[src/rtl/uart_tx_arbiter.sv]
// Round-robin arbiter and launch sequencer sharing one UART transmitter among NUM_REQ requesters.
// Define UART_TX_ARB_FIXED_PRI_EN for fixed lowest-index-wins priority instead of round-robin.
module uart_tx_arbiter #(
   parameter int NUM_REQ = 4,
   parameter int width   = 8
) (
   input  logic                       clk,
   input  logic                       rst,
   input  logic [NUM_REQ-1:0]         req_valid,
   input  logic [NUM_REQ*width-1:0]   req_data,
   input  logic [NUM_REQ-1:0]         req_par_en,
   input  logic [NUM_REQ-1:0]         req_par_type,
   output logic [NUM_REQ-1:0]         req_ready,
   output logic                       Data_valid,
   output logic [width-1:0]           P_data,
   output logic                       Par_en,
   output logic                       Par_type,
   input  logic                       Busy,
   output logic [$clog2(NUM_REQ)-1:0] grant_id,
   output logic                       arb_active,
   output logic                       launch_err
);

   localparam int IDW = $clog2(NUM_REQ);

   typedef enum logic [1:0] {
      IDLE,
      LAUNCH,
      WAIT_BUSY,
      WAIT_DONE
   } state_t;

   state_t           state;
   state_t           next_state;
   logic [IDW-1:0]   rr_ptr;
   logic [IDW-1:0]   winner;
   logic [IDW-1:0]   idx;
   logic             found;
   logic [1:0]       to_cnt;
   logic             capture;
   logic             set_err;
   logic [width-1:0] sel_data;

   // Search starts at the pointer and wraps, so the first valid requester after the last winner wins.
   always_comb begin
      found  = 1'b0;
      winner = '0;
      idx    = rr_ptr;
      for (int i = 0; i < NUM_REQ; i++) begin
         if (!found && req_valid[idx]) begin
            found  = 1'b1;
            winner = idx;
         end
         idx = (idx == IDW'(NUM_REQ - 1)) ? '0 : idx + 1'b1;
      end
   end

   assign sel_data = req_data[int'(winner)*width +: width];

   always_ff @(posedge clk) begin
      if (!rst) begin
         state <= IDLE;
      end else begin
         state <= next_state;
      end
   end

   always_comb begin
      next_state = state;
      capture    = 1'b0;
      set_err    = 1'b0;
      Data_valid = 1'b0;
      req_ready  = '0;
      arb_active = (state != IDLE);
      case (state)
         IDLE: begin
            if (found && !Busy) begin
               capture    = 1'b1;
               next_state = LAUNCH;
            end
         end
         LAUNCH: begin
            Data_valid          = 1'b1;
            req_ready[grant_id] = 1'b1;
            next_state          = WAIT_BUSY;
         end
         WAIT_BUSY: begin
            if (Busy) begin
               next_state = WAIT_DONE;
            end else if (to_cnt == 2'd2) begin
               set_err    = 1'b1;
               next_state = IDLE;
            end
         end
         WAIT_DONE: begin
            if (!Busy) begin
               next_state = IDLE;
            end
         end
         default: next_state = IDLE;
      endcase
   end

   // The launched payload is frozen at capture so the transmitter sees it stable for the whole frame.
   always_ff @(posedge clk) begin
      if (!rst) begin
         rr_ptr     <= '0;
         to_cnt     <= 2'd0;
         P_data     <= '0;
         Par_en     <= 1'b0;
         Par_type   <= 1'b0;
         grant_id   <= '0;
         launch_err <= 1'b0;
      end else begin
         launch_err <= set_err;
         if (capture) begin
            P_data   <= sel_data;
            Par_en   <= req_par_en[winner];
            Par_type <= req_par_type[winner];
            grant_id <= winner;
`ifdef UART_TX_ARB_FIXED_PRI_EN
            rr_ptr   <= '0;
`else
            rr_ptr   <= (winner == IDW'(NUM_REQ - 1)) ? '0 : winner + 1'b1;
`endif
         end
         if (state == LAUNCH) begin
            to_cnt <= 2'd0;
         end else if (state == WAIT_BUSY && !Busy) begin
            to_cnt <= to_cnt + 2'd1;
         end
      end
   end

endmodule

[config.mk]
export PLATFORM = sky130hd
export DESIGN_NAME = uart_tx_arbiter
export DESIGN_NICKNAME = d
export VERILOG_FILES = /design/src/rtl/uart_tx_arbiter.sv
export SDC_FILE = /design/constraint.sdc
export NUM_CORES = 1
export LEC_CHECK = 0
export ABC_CLOCK_PERIOD_IN_PS = 3090
export BUFFER_PORTS_ARGS = -buffer_cell sky130_fd_sc_hd__buf_4
export CELL_PAD_IN_SITES_DETAIL_PLACEMENT = 1
export CELL_PAD_IN_SITES_GLOBAL_PLACEMENT = 1
export CORE_UTILIZATION = 33
export DETAILED_ROUTE_END_ITERATION = 6
export MAX_ROUTING_LAYER = met4
export PLACE_DENSITY_LB_ADDON = 0.1
export SETUP_SLACK_MARGIN = 0.15
export SYNTH_ARGS = -nofsm -noshare
export SYNTH_HDL_FRONTEND = slang
export SYNTH_SLANG_ARGS = --single-unit
[constraint.sdc]
create_clock -name clk -period 3.09 [get_ports clk]
set_input_delay 0.618 -clock clk [delete_from_list [all_inputs] [get_ports clk]]
set_output_delay 0.618 -clock clk [all_outputs]
set_load 0.01 [all_outputs]
==> results of run 1 <==
-- worst max-delay path: stages, from the launching register on --
cell and delay, ns:
dfxtp_1 0.40, ha_4 0.21, or2_1 0.31, or3_1 0.38
a311o_1 0.52, and2_4 0.30, a2111oi_2 0.40, a211oi_1 0.09
-- per-stage QoR --
| stage | hold slack (ns) | utilization, % |
|---|---|---|
| final | 0.540 | 49.4 |
| after floorplan | 0.492 | - |
| after detailed placement | 0.530 | 47.9 |
| after global routing | 0.579 | 49.4 |
| after CTS | 0.546 | 49.0 |
| after global placement | 0.507 | 47.9 |
-- cells in the mapped netlist (2+ instances only) --
cell,instances
or3_1,2
a2111oi_0,2
a21boi_0,9
clkbuf_1,6
buf_6,3
nor3_1,2
buf_2,2
inv_1,5
nor2b_1,6
nor2_1,12
mux2i_1,13
a2111oi_2,9
and3_1,2
ha_1,2
nand2b_1,3
a211oi_1,13
or2_2,2
dfxtp_1,19
nand2_1,11
a22oi_1,2
a21oi_1,8
o21ai_0,14
nand3_1,2
mux4_2,3
-- worst max path at each step --
stage	endpoint	cells after the start	startpoint	slack, ns
6_report	P_data[2]$_SDFFE_PN0P_	7	rr_ptr[1]$_SDFFE_PN0P_	0.36
5_1_grt	P_data[0]$_SDFFE_PN0P_	7	rr_ptr[1]$_SDFFE_PN0P_	0.20
4_1_cts	P_data[2]$_SDFFE_PN0P_	6	rr_ptr[0]$_SDFFE_PN0P_	0.21
3_5_place_dp	P_data[2]$_SDFFE_PN0P_	6	rr_ptr[0]$_SDFFE_PN0P_	0.13
3_3_place_gp	P_data[2]$_SDFFE_PN0P_	6	rr_ptr[0]$_SDFFE_PN0P_	0.29
2_1_floorplan	P_data[0]$_SDFFE_PN0P_	8	rr_ptr[1]$_SDFFE_PN0P_	0.60
-- sequential cells by signal (all words and copies together) (netlist names) --
register,cells
to_cnt,2
P_data,8
Par_en,1
grant_id,2
Par_type,1
rr_ptr,2
launch_err,1
state,2
-- layer usage --
| layer | global-route usage, % | share of wire [%] | vias up |
|---|---|---|---|
| li1 | - | - | 756 |
| met1 | 25.7 | 43 | 747 |
| met2 | 33.9 | 50 | 59 |
| met3 | 3.33 | 5.8 | 4 |
| met4 | 4.69 | 0.73 | 0 |
| met5 | - | 0 | - |
-- area by class of cell --
type | instances | area, sq um
inverters | 5 | 18.8
fillers | 507 | 2080
flip-flops and latches | 19 | 382
multi-input cells | 130 | 1000
repair buffers | 70 | 526
clock buffers | 4 | 45.0
well taps | 50 | 62.6
-- cell families (layout without fill, tap and decap cells) --
group / count (synthesis) / in the layout / synth area share, %
AOI/OAI and AO/OA: 65 / 65 / 35.7
and+or+nand+nor: 47 / 47 / 16.2
DFF: 19 / 19 / 26.1
buffers and inverters: 18 / 79 / 6.70
muxes: 16 / 16 / 13.6
adders and majority gates: 2 / 2 / 1.72
-- power by group through the flow --
| stage | clock network, mW | registers, mW | logic [mW] |
|---|---|---|---|
| 2_1_floorplan | 0 | 0.336 | 0.454 |
| 3_3_place_gp | 0 | 0.333 | 0.636 |
| 3_5_place_dp | 0 | 0.335 | 0.656 |
| 4_1_cts | 0.181 | 0.331 | 0.659 |
| 5_1_grt | 0.191 | 0.342 | 0.726 |
| 6_report | 0.176 | 0.334 | 0.665 |
-- placed cells by master (no fill, tap or decap), drive strengths merged --
cell type,n
nand2,11
o21ai,14
and2,2
and3,2
o221a,1
a22oi,2
a21boi,9
inv,5
a2111oi,11
mux2i,13
nor3,2
a311oi,1
ha,2
a21o,1
buf,70
nand2b,3
clkbuf,4
nand3b,1
or2,3
o311ai,1
dfxtp,19
nor2,12
nand3,2
nor3b,1
a21oi,8
a211o,1
or3,2
a22o,1
nor2b,6
o22ai,1
a311o,1
a211oi,13
mux4,3
-- repair_timing --
| action | CTS | global route |
|---|---|---|
| setup endpoints to repair | 1 | 11 |
| hold endpoints to repair | 0 | 0 |
| gates resized for setup | 1 | 3 |
==> results.cfg, run 1 <==
[logic_synthesis]
yosys.area.top_type = dfxtp_1
yosysSeqAreaShare_pct = 26.1
synthCells = 167
synth_edf_count = 0
yosys_warnings = 0
avgSynthCellArea_sq_um = 8.72
synth.cell_area_sq_um = 1460
synth_seq_cells = 19
ys_types = 39
synth_top_cell_area_share_pct = 26.1
ys.flop_type = dfxtp_1
syn-num-nets = 216
synthArstFlopShare_pct = 0
synthTopCellsByArea = dfxtp_1 26%, a2111oi_2 9.3%, mux2i_1 8.9%

[power_and_ir_drop]
p_per_area_nw_per_um2 = 578
switching_power_mw = 0.488
ir_drop_uv = 243
pwr-share-comb_pct = 56.6
power_mw = 1.18
leakage_nw = 0.837
p_int_mw = 0.688
p_clk_share_pct = 15.0
power_frac_seq_pct = 28.4
sw_frac_of_total_pct = 41.5

[critical_path]
rrSetupSlack_ns = 0.36
critPathMaxFanout = 14
cp-start-kind = flip-flop
r2r_cells = 7
crit_arrival_ns = 2.87
required_ns = 3.22
worst_setup_path_end_kind = flip-flop
r2r-start = rr_ptr[1]$_SDFFE_PN0P_
path_class = reg2reg
rr_endpoint = P_data[2]$_SDFFE_PN0P_

[min_path]
min_delay_worst_endpoint = grant_id[0]$_SDFFE_PN0P_
min_from = grant_id[0]$_SDFFE_PN0P_
min_path_cells = 2
hp-class = reg2reg

[finish]
stdcell_area_sq_um = 2030
area_delta_synth_final_pct = 39.7
antennaDiodeCount = 0
fin_nets = 278
drive_gt1_share_pct = 41.2
stdcell_count = 278

[clock_tree]
htree_levels = 1
cts_buffers = 3
cts-hold-fix-buffers = 0
cts_num_sinks = 19
path_clk_slew_ns = 0.08
clk_path_buf_depth = 2
cts_setup_buffers = 0
clk_latency_ns = 0.25
cts_tree = built
cts_root_buf = clkbuf_8

[flow_run]
drv_cap = 0

[die]
die-height_microns = 68.4
core_area_sq_um = 4120
initial_core_util_pct = 35.4
die_area_sq_um = 4680
io_pins = 66
die_w_microns = 68.4
row_count = 23

[sta]
setup_tns_ns = 0
max_freq_mhz = 366
clock_skew_ns = 0.00686
period_minus_slack_ns = 2.73
tightest_slew_ns = 0.461
fin_ws_ns = 0.355
max_slew_margin_pct = 69.3
rsz0062_at_grt = false
final-max-slew-violation-count = 0
fin_crit_sh_pct = 88.5
setup_viol = 0
final-hold-violation-count = 0

[grt]
antenna_found_initial = 0
overflow = 0
grt_pass1_wl_microns = 6910
grt_pass1_vias = 1498
grt_max_degree = 15
grt.total_usage_pct = 20.4

[route]
antenna_left = 0
post_drt_wl_per_cell_microns = 16.2
drc = 0
first_pass_iters = 4
vias_per_cell = 5.63
drtIter0Drc = 53
vias = 1566
finalWirelength_microns = 4500

[run_status]
status = finished clean

[placement]
place_ws_ns = 0.131
dp_hpwl_microns = 3460
dpl.cell_count = 274
gp_congestion = 0.863
placed_cell_area_sq_um = 1970
port_buffers = 65
Power figures use the tool's default switching activity.
==> inputs of run 2 (changes only) <==
- BUFFER_PORTS_ARGS: -buffer_cell sky130_fd_sc_hd__buf_4 -> -buffer_cell sky130_fd_sc_hd__buf_2
- CORE_ASPECT_RATIO: default -> 0.6
==> run 2 against run 1 <==
  * Global-route usage grew 2.0 points
  * Clock power grew 2%
  * Total power is essentially flat
  * Largest cell class unchanged
  * Highest routed layer unchanged
==> results.cfg, run 2 (synthesis gave the netlist of run 1 again) <==
[route]
finalWirelength_microns = 5040
vias_per_cell = 5.50
post_drt_wl_per_cell_microns = 17.4
first_pass_iters = 4
drtIter0Drc = 61
vias = 1590
antenna_left = 0
drc = 0

[sta]
period_minus_slack_ns = 2.78
rsz0062_at_grt = false
final-hold-violation-count = 0
max_freq_mhz = 360
setup_viol = 0
final-max-slew-violation-count = 0
clock_skew_ns = 0.00362
fin_ws_ns = 0.314
max_slew_margin_pct = 54.7
fin_crit_sh_pct = 89.8
tightest_slew_ns = 0.677
setup_tns_ns = 0

[power_and_ir_drop]
leakage_nw = 0.803
power_frac_seq_pct = 28.2
sw_frac_of_total_pct = 43.9
p_per_area_nw_per_um2 = 621
ir_drop_uv = 204
p_int_mw = 0.660
pwr-share-comb_pct = 56.5
p_clk_share_pct = 15.3
switching_power_mw = 0.517

[clock_tree]
cts_num_sinks = 19
path_clk_slew_ns = 0.07
cts_buffers = 3
clk_latency_ns = 0.26
cts_root_buf = clkbuf_8
clk_path_buf_depth = 2
cts-hold-fix-buffers = 0
cts_tree = built
htree_levels = 1

[die]
core_area_sq_um = 4170
io_pins = 66
row_count = 18
die_area_sq_um = 4690
die_w_microns = 87.8
die-height_microns = 53.5
initial_core_util_pct = 35.0

[placement]
place_ws_ns = 0.206
gp_congestion = 0.954
port_buffers = 65
dp_hpwl_microns = 3920

[finish]
mostFrequentLayoutCell = buf_2
top_register = P_data
drive_gt1_share_pct = 42.4
antennaDiodeCount = 0
fin_nets = 279
largest_reg_flops = 8
area_delta_synth_final_pct = 30.0
final_cell_mix = 65 x buf_2, 18 x dfxtp_1, 14 x o21ai_0

[grt]
grt.total_usage_pct = 22.4
grt_pass1_wl_microns = 7490
grt_pass1_vias = 1511
overflow = 0
grt_max_degree = 17
antenna_found_initial = 0

[critical_path]
slowest_stage = mux4_2
critPathMaxFanout = 14
cp_num_buf_inv = 0
cp-start-kind = flip-flop
crit_chain = ha_1 > mux4_2 > a311o_2 > and2_4 > a2111oi_2 > a211oi_1
critical-path-top-delay-family = compound AO/OA/AOI/OAI gates
worst_setup_path_end_kind = flip-flop
slowest_delay_ns = 0.56
required_ns = 3.23
path_class = reg2reg
crit_arrival_ns = 2.91

[min_path]
hp-class = reg2reg

[run_status]
status = finished clean

[flow_run]
drv_cap = 0
[run 2: changes by cell type in the layout (fill, tap and decap cells not counted)]
cell,delta
or2_4,+1
nor2_2,+1
a211oi_4,+1
buf_4,-64
a311o_2,+1
a211oi_2,-1
ha_1,+1
a311o_1,-1
or2_1,-1
ha_4,-1
nor2_1,-1
buf_2,+65
[run 2: final timing paths]
kind                                          startpoint                  endpoint  slack, ns  depth (start not counted)
worst max-delay path              rr_ptr[1]$_SDFFE_PN0P_    P_data[3]$_SDFFE_PN0P_       0.31                          6
worst min-delay path            grant_id[0]$_SDFFE_PN0P_  grant_id[0]$_SDFFE_PN0P_       0.53                          2
worst max register to register    rr_ptr[1]$_SDFFE_PN0P_    P_data[3]$_SDFFE_PN0P_       0.31                          6
worst min register to register  grant_id[0]$_SDFFE_PN0P_  grant_id[0]$_SDFFE_PN0P_       0.53                          2
[run 2: per-layer routing]
| metal | global-route usage, % | vias to the layer above | part of all wire (%) | wire length [microns] |
|---|---|---|---|---|
| li1 | - | 763 | - | - |
| met1 | 30.1 | 776 | 50 | 2520 |
| met2 | 35.4 | 45 | 45 | 2280 |
| met3 | 4.68 | 6 | 4.2 | 213 |
| met4 | 3.28 | 0 | 0.42 | 21 |
| met5 | - | - | 0 | 0 |
[run 2: metrics by stage]
stage          total power [mW]  area (sq um)  hold slack (ns)  std cells  util, %
3_5_place_dp              0.981          1830            0.520        285     43.9
5_1_grt                    1.25          1890            0.581        289     45.4
2_1_floorplan             0.791          1460            0.492        167        -
3_3_place_gp              0.952          1830            0.506        285     43.9
4_1_cts                    1.16          1870            0.529        289     45.0
6_report                   1.18          1890            0.526        289     45.4
[run 2: cell type report]
cell class | instances | area [sq um]
clock buffer | 4 | 45.0
sequential | 19 | 382
multi-input combinational | 130 | 1000
fill | 521 | 2270
inverter | 5 | 18.8
timing repair buffer | 71 | 370
tap | 60 | 75.1
[run 2: worst reg2reg max path: stages, from the launching register on]
cell and delay (ns):
dfxtp_1 0.38, ha_1 0.46, mux4_2 0.56, a311o_2 0.49
and2_4 0.26, a2111oi_2 0.42, a211oi_1 0.09
[run 2: power by group through the flow]
| stage | Sequential [mW] | Clock (mW) | Combinational, mW |
|---|---|---|---|
| 4_1_cts | 0.330 | 0.182 | 0.648 |
| 5_1_grt | 0.339 | 0.193 | 0.719 |
| 6_report | 0.332 | 0.180 | 0.664 |
| 3_5_place_dp | 0.335 | 0 | 0.646 |
| 2_1_floorplan | 0.336 | 0 | 0.454 |
| 3_3_place_gp | 0.333 | 0 | 0.619 |
[run 2: repair_timing]
action                                 CTS  global route
endpoints found under the hold margin    0             0
gates resized for setup                  0             6
setup buffers                            0             0
setup endpoints to repair                0            11
==> inputs of run 3 (changes only) <==
- CTS_CLUSTER_DIAMETER: default -> 50
- PLACE_DENSITY: default -> 0.84
- PLACE_DENSITY_LB_ADDON: 0.1 -> default
==> run 3 against run 2 <==
  * Clock-buffer cell count shrank 1
  * Routed wire length fell by 13%
  * First-iteration DRC count up 44%
  * Largest power group unchanged
  * Via count shrank 3.6%
  * Highest routed layer unchanged
  * Critical path depth up 2
  * Clock power hardly changed
  * Die area unchanged
  * Utilization about the same
  * Critical path type unchanged
  * Sequential power fell by 2%
==> results.cfg, run 3 (synthesis gave the netlist of run 1 again) <==
[placement]
port_buffers = 65
place_ws_ns = 0.307
dp_hpwl_microns = 3330
dpl.cell_count = 286
gp_congestion = 0.816

[power_and_ir_drop]
leakage_nw = 0.805
ir_drop_uv = 298
power_mw = 1.15
p_per_area_nw_per_um2 = 608

[route]
antenna_left = 0
first_pass_iters = 4
drc = 0
vias = 1533
finalWirelength_microns = 4390
post_drt_wl_per_cell_microns = 15.1
vias_per_cell = 5.29
drtIter0Drc = 88

[grt]
grt.total_usage_pct = 20.1
antenna_found_initial = 0
grt_max_degree = 14
overflow = 0
grt_pass1_wl_microns = 6930
grt_pass1_vias = 1467

[critical_path]
r2r-start = rr_ptr[1]$_SDFFE_PN0P_
critPathCapture = rr_ptr[1]$_SDFFE_PN0P_
critPathMaxFanout = 9
cp-start-kind = flip-flop
path_class = reg2reg
worst_setup_path_end_kind = flip-flop
crit_arrival_ns = 2.96
rr_endpoint = rr_ptr[1]$_SDFFE_PN0P_
required_ns = 3.24
startpoint = rr_ptr[1]$_SDFFE_PN0P_
r2r_cells = 8
rrSetupSlack_ns = 0.28

[sta]
setup_viol = 0
final-max-slew-violation-count = 0
fin_ws_ns = 0.276
setup_tns_ns = 0
final-hold-violation-count = 0
max_slew_margin_pct = 69.8
rsz0062_at_grt = false
clock_skew_ns = 0.000933
fin_crit_sh_pct = 91.1
max_freq_mhz = 355
period_minus_slack_ns = 2.81
tightest_slew_ns = 0.442

[die]
core_area_sq_um = 4170
row_count = 18
initial_core_util_pct = 35.0
io_pins = 66
die_area_sq_um = 4690
die_w_microns = 87.8
die-height_microns = 53.5

[clock_tree]
cts-hold-fix-buffers = 0
cts_root_buf = clkbuf_8
clk_path_buf_depth = 2
clk_latency_ns = 0.26
cts_num_sinks = 19
htree_levels = 1
cts_setup_buffers = 0
cts_buffers = 3
cts_tree = built
path_clk_slew_ns = 0.07

[finish]
mostFrequentLayoutCell = buf_2
largest_reg_flops = 8
stdcell_count = 290
final_cell_mix = 65 x buf_2, 19 x dfxtp_1, 14 x o21ai_0
drive_gt1_share_pct = 41.3
fin_nets = 280
top_register = P_data
area_delta_synth_final_pct = 30.1
antennaDiodeCount = 0

[min_path]
hp-class = reg2reg

[run_status]
status = finished clean

[flow_run]
drv_cap = 0
[run 3: worst max-delay path, cell delays in order (launching register included)]
cell	delay, ns
dfxtp_1	0.40
ha_4	0.21
or2_1	0.30
or3_1	0.40
a311o_1	0.45
buf_4	0.20
a2111oi_0	0.46
nand3b_1	0.19
a21oi_1	0.08
[run 3: final cells by class]
cell class | instances | area [sq um]
well taps | 60 | 75.1
clock inverters | 1 | 5.00
multi-input cells | 130 | 996
repair buffers | 72 | 378
fillers | 527 | 2270
clock buffers | 3 | 41.3
flip-flops and latches | 19 | 380
inverters | 5 | 18.8
[run 3: power by group]
part           total [mW]  internal [mW]  switching [mW]
combinational       0.646          0.277           0.369
clock               0.179         0.0899          0.0893
sequential          0.327          0.289          0.0379
total                1.15          0.656           0.496
[run 3: worst min-delay path by stage]
stage | start | to | slack, ns | depth (start not counted)
final | grant_id[0]$_SDFFE_PN0P_ | grant_id[0]$_SDFFE_PN0P_ | 0.53 | 2
after global routing | grant_id[0]$_SDFFE_PN0P_ | grant_id[0]$_SDFFE_PN0P_ | 0.56 | 2
after CTS | grant_id[0]$_SDFFE_PN0P_ | grant_id[0]$_SDFFE_PN0P_ | 0.53 | 2
after detailed placement | grant_id[0]$_SDFFE_PN0P_ | grant_id[0]$_SDFFE_PN0P_ | 0.52 | 2
after global placement | grant_id[0]$_SDFFE_PN0P_ | grant_id[0]$_SDFFE_PN0P_ | 0.51 | 2
after floorplan | to_cnt[1]$_SDFFE_PP0P_ | to_cnt[1]$_SDFFE_PP0P_ | 0.49 | 2
[run 3: what timing repair did]
item / in CTS / in global routing
resized for setup: 1 / 2
endpoints found under the setup margin: 1 / 3
pin swaps: 0 / 0
gates cloned: 0 / 0
[run 3: stage by stage]
stage / area [sq um] / utilization [%] / hold slack, ns
6_report: 1890 / 45.5 / 0.529
5_1_grt: 1890 / 45.5 / 0.558
4_1_cts: 1880 / 45.1 / 0.533
3_5_place_dp: 1830 / 43.9 / 0.523
3_3_place_gp: 1830 / 43.9 / 0.506
2_1_floorplan: 1460 / - / 0.492
[run 3: per-layer routing]
layer | global-route usage, % | share of wire (%) | up-vias
li1 | - | - | 764
met1 | 26.2 | 49 | 711
met2 | 32.0 | 45 | 53
met3 | 4.99 | 5.2 | 5
met4 | 3.55 | 0.75 | 0
met5 | - | 0 | -
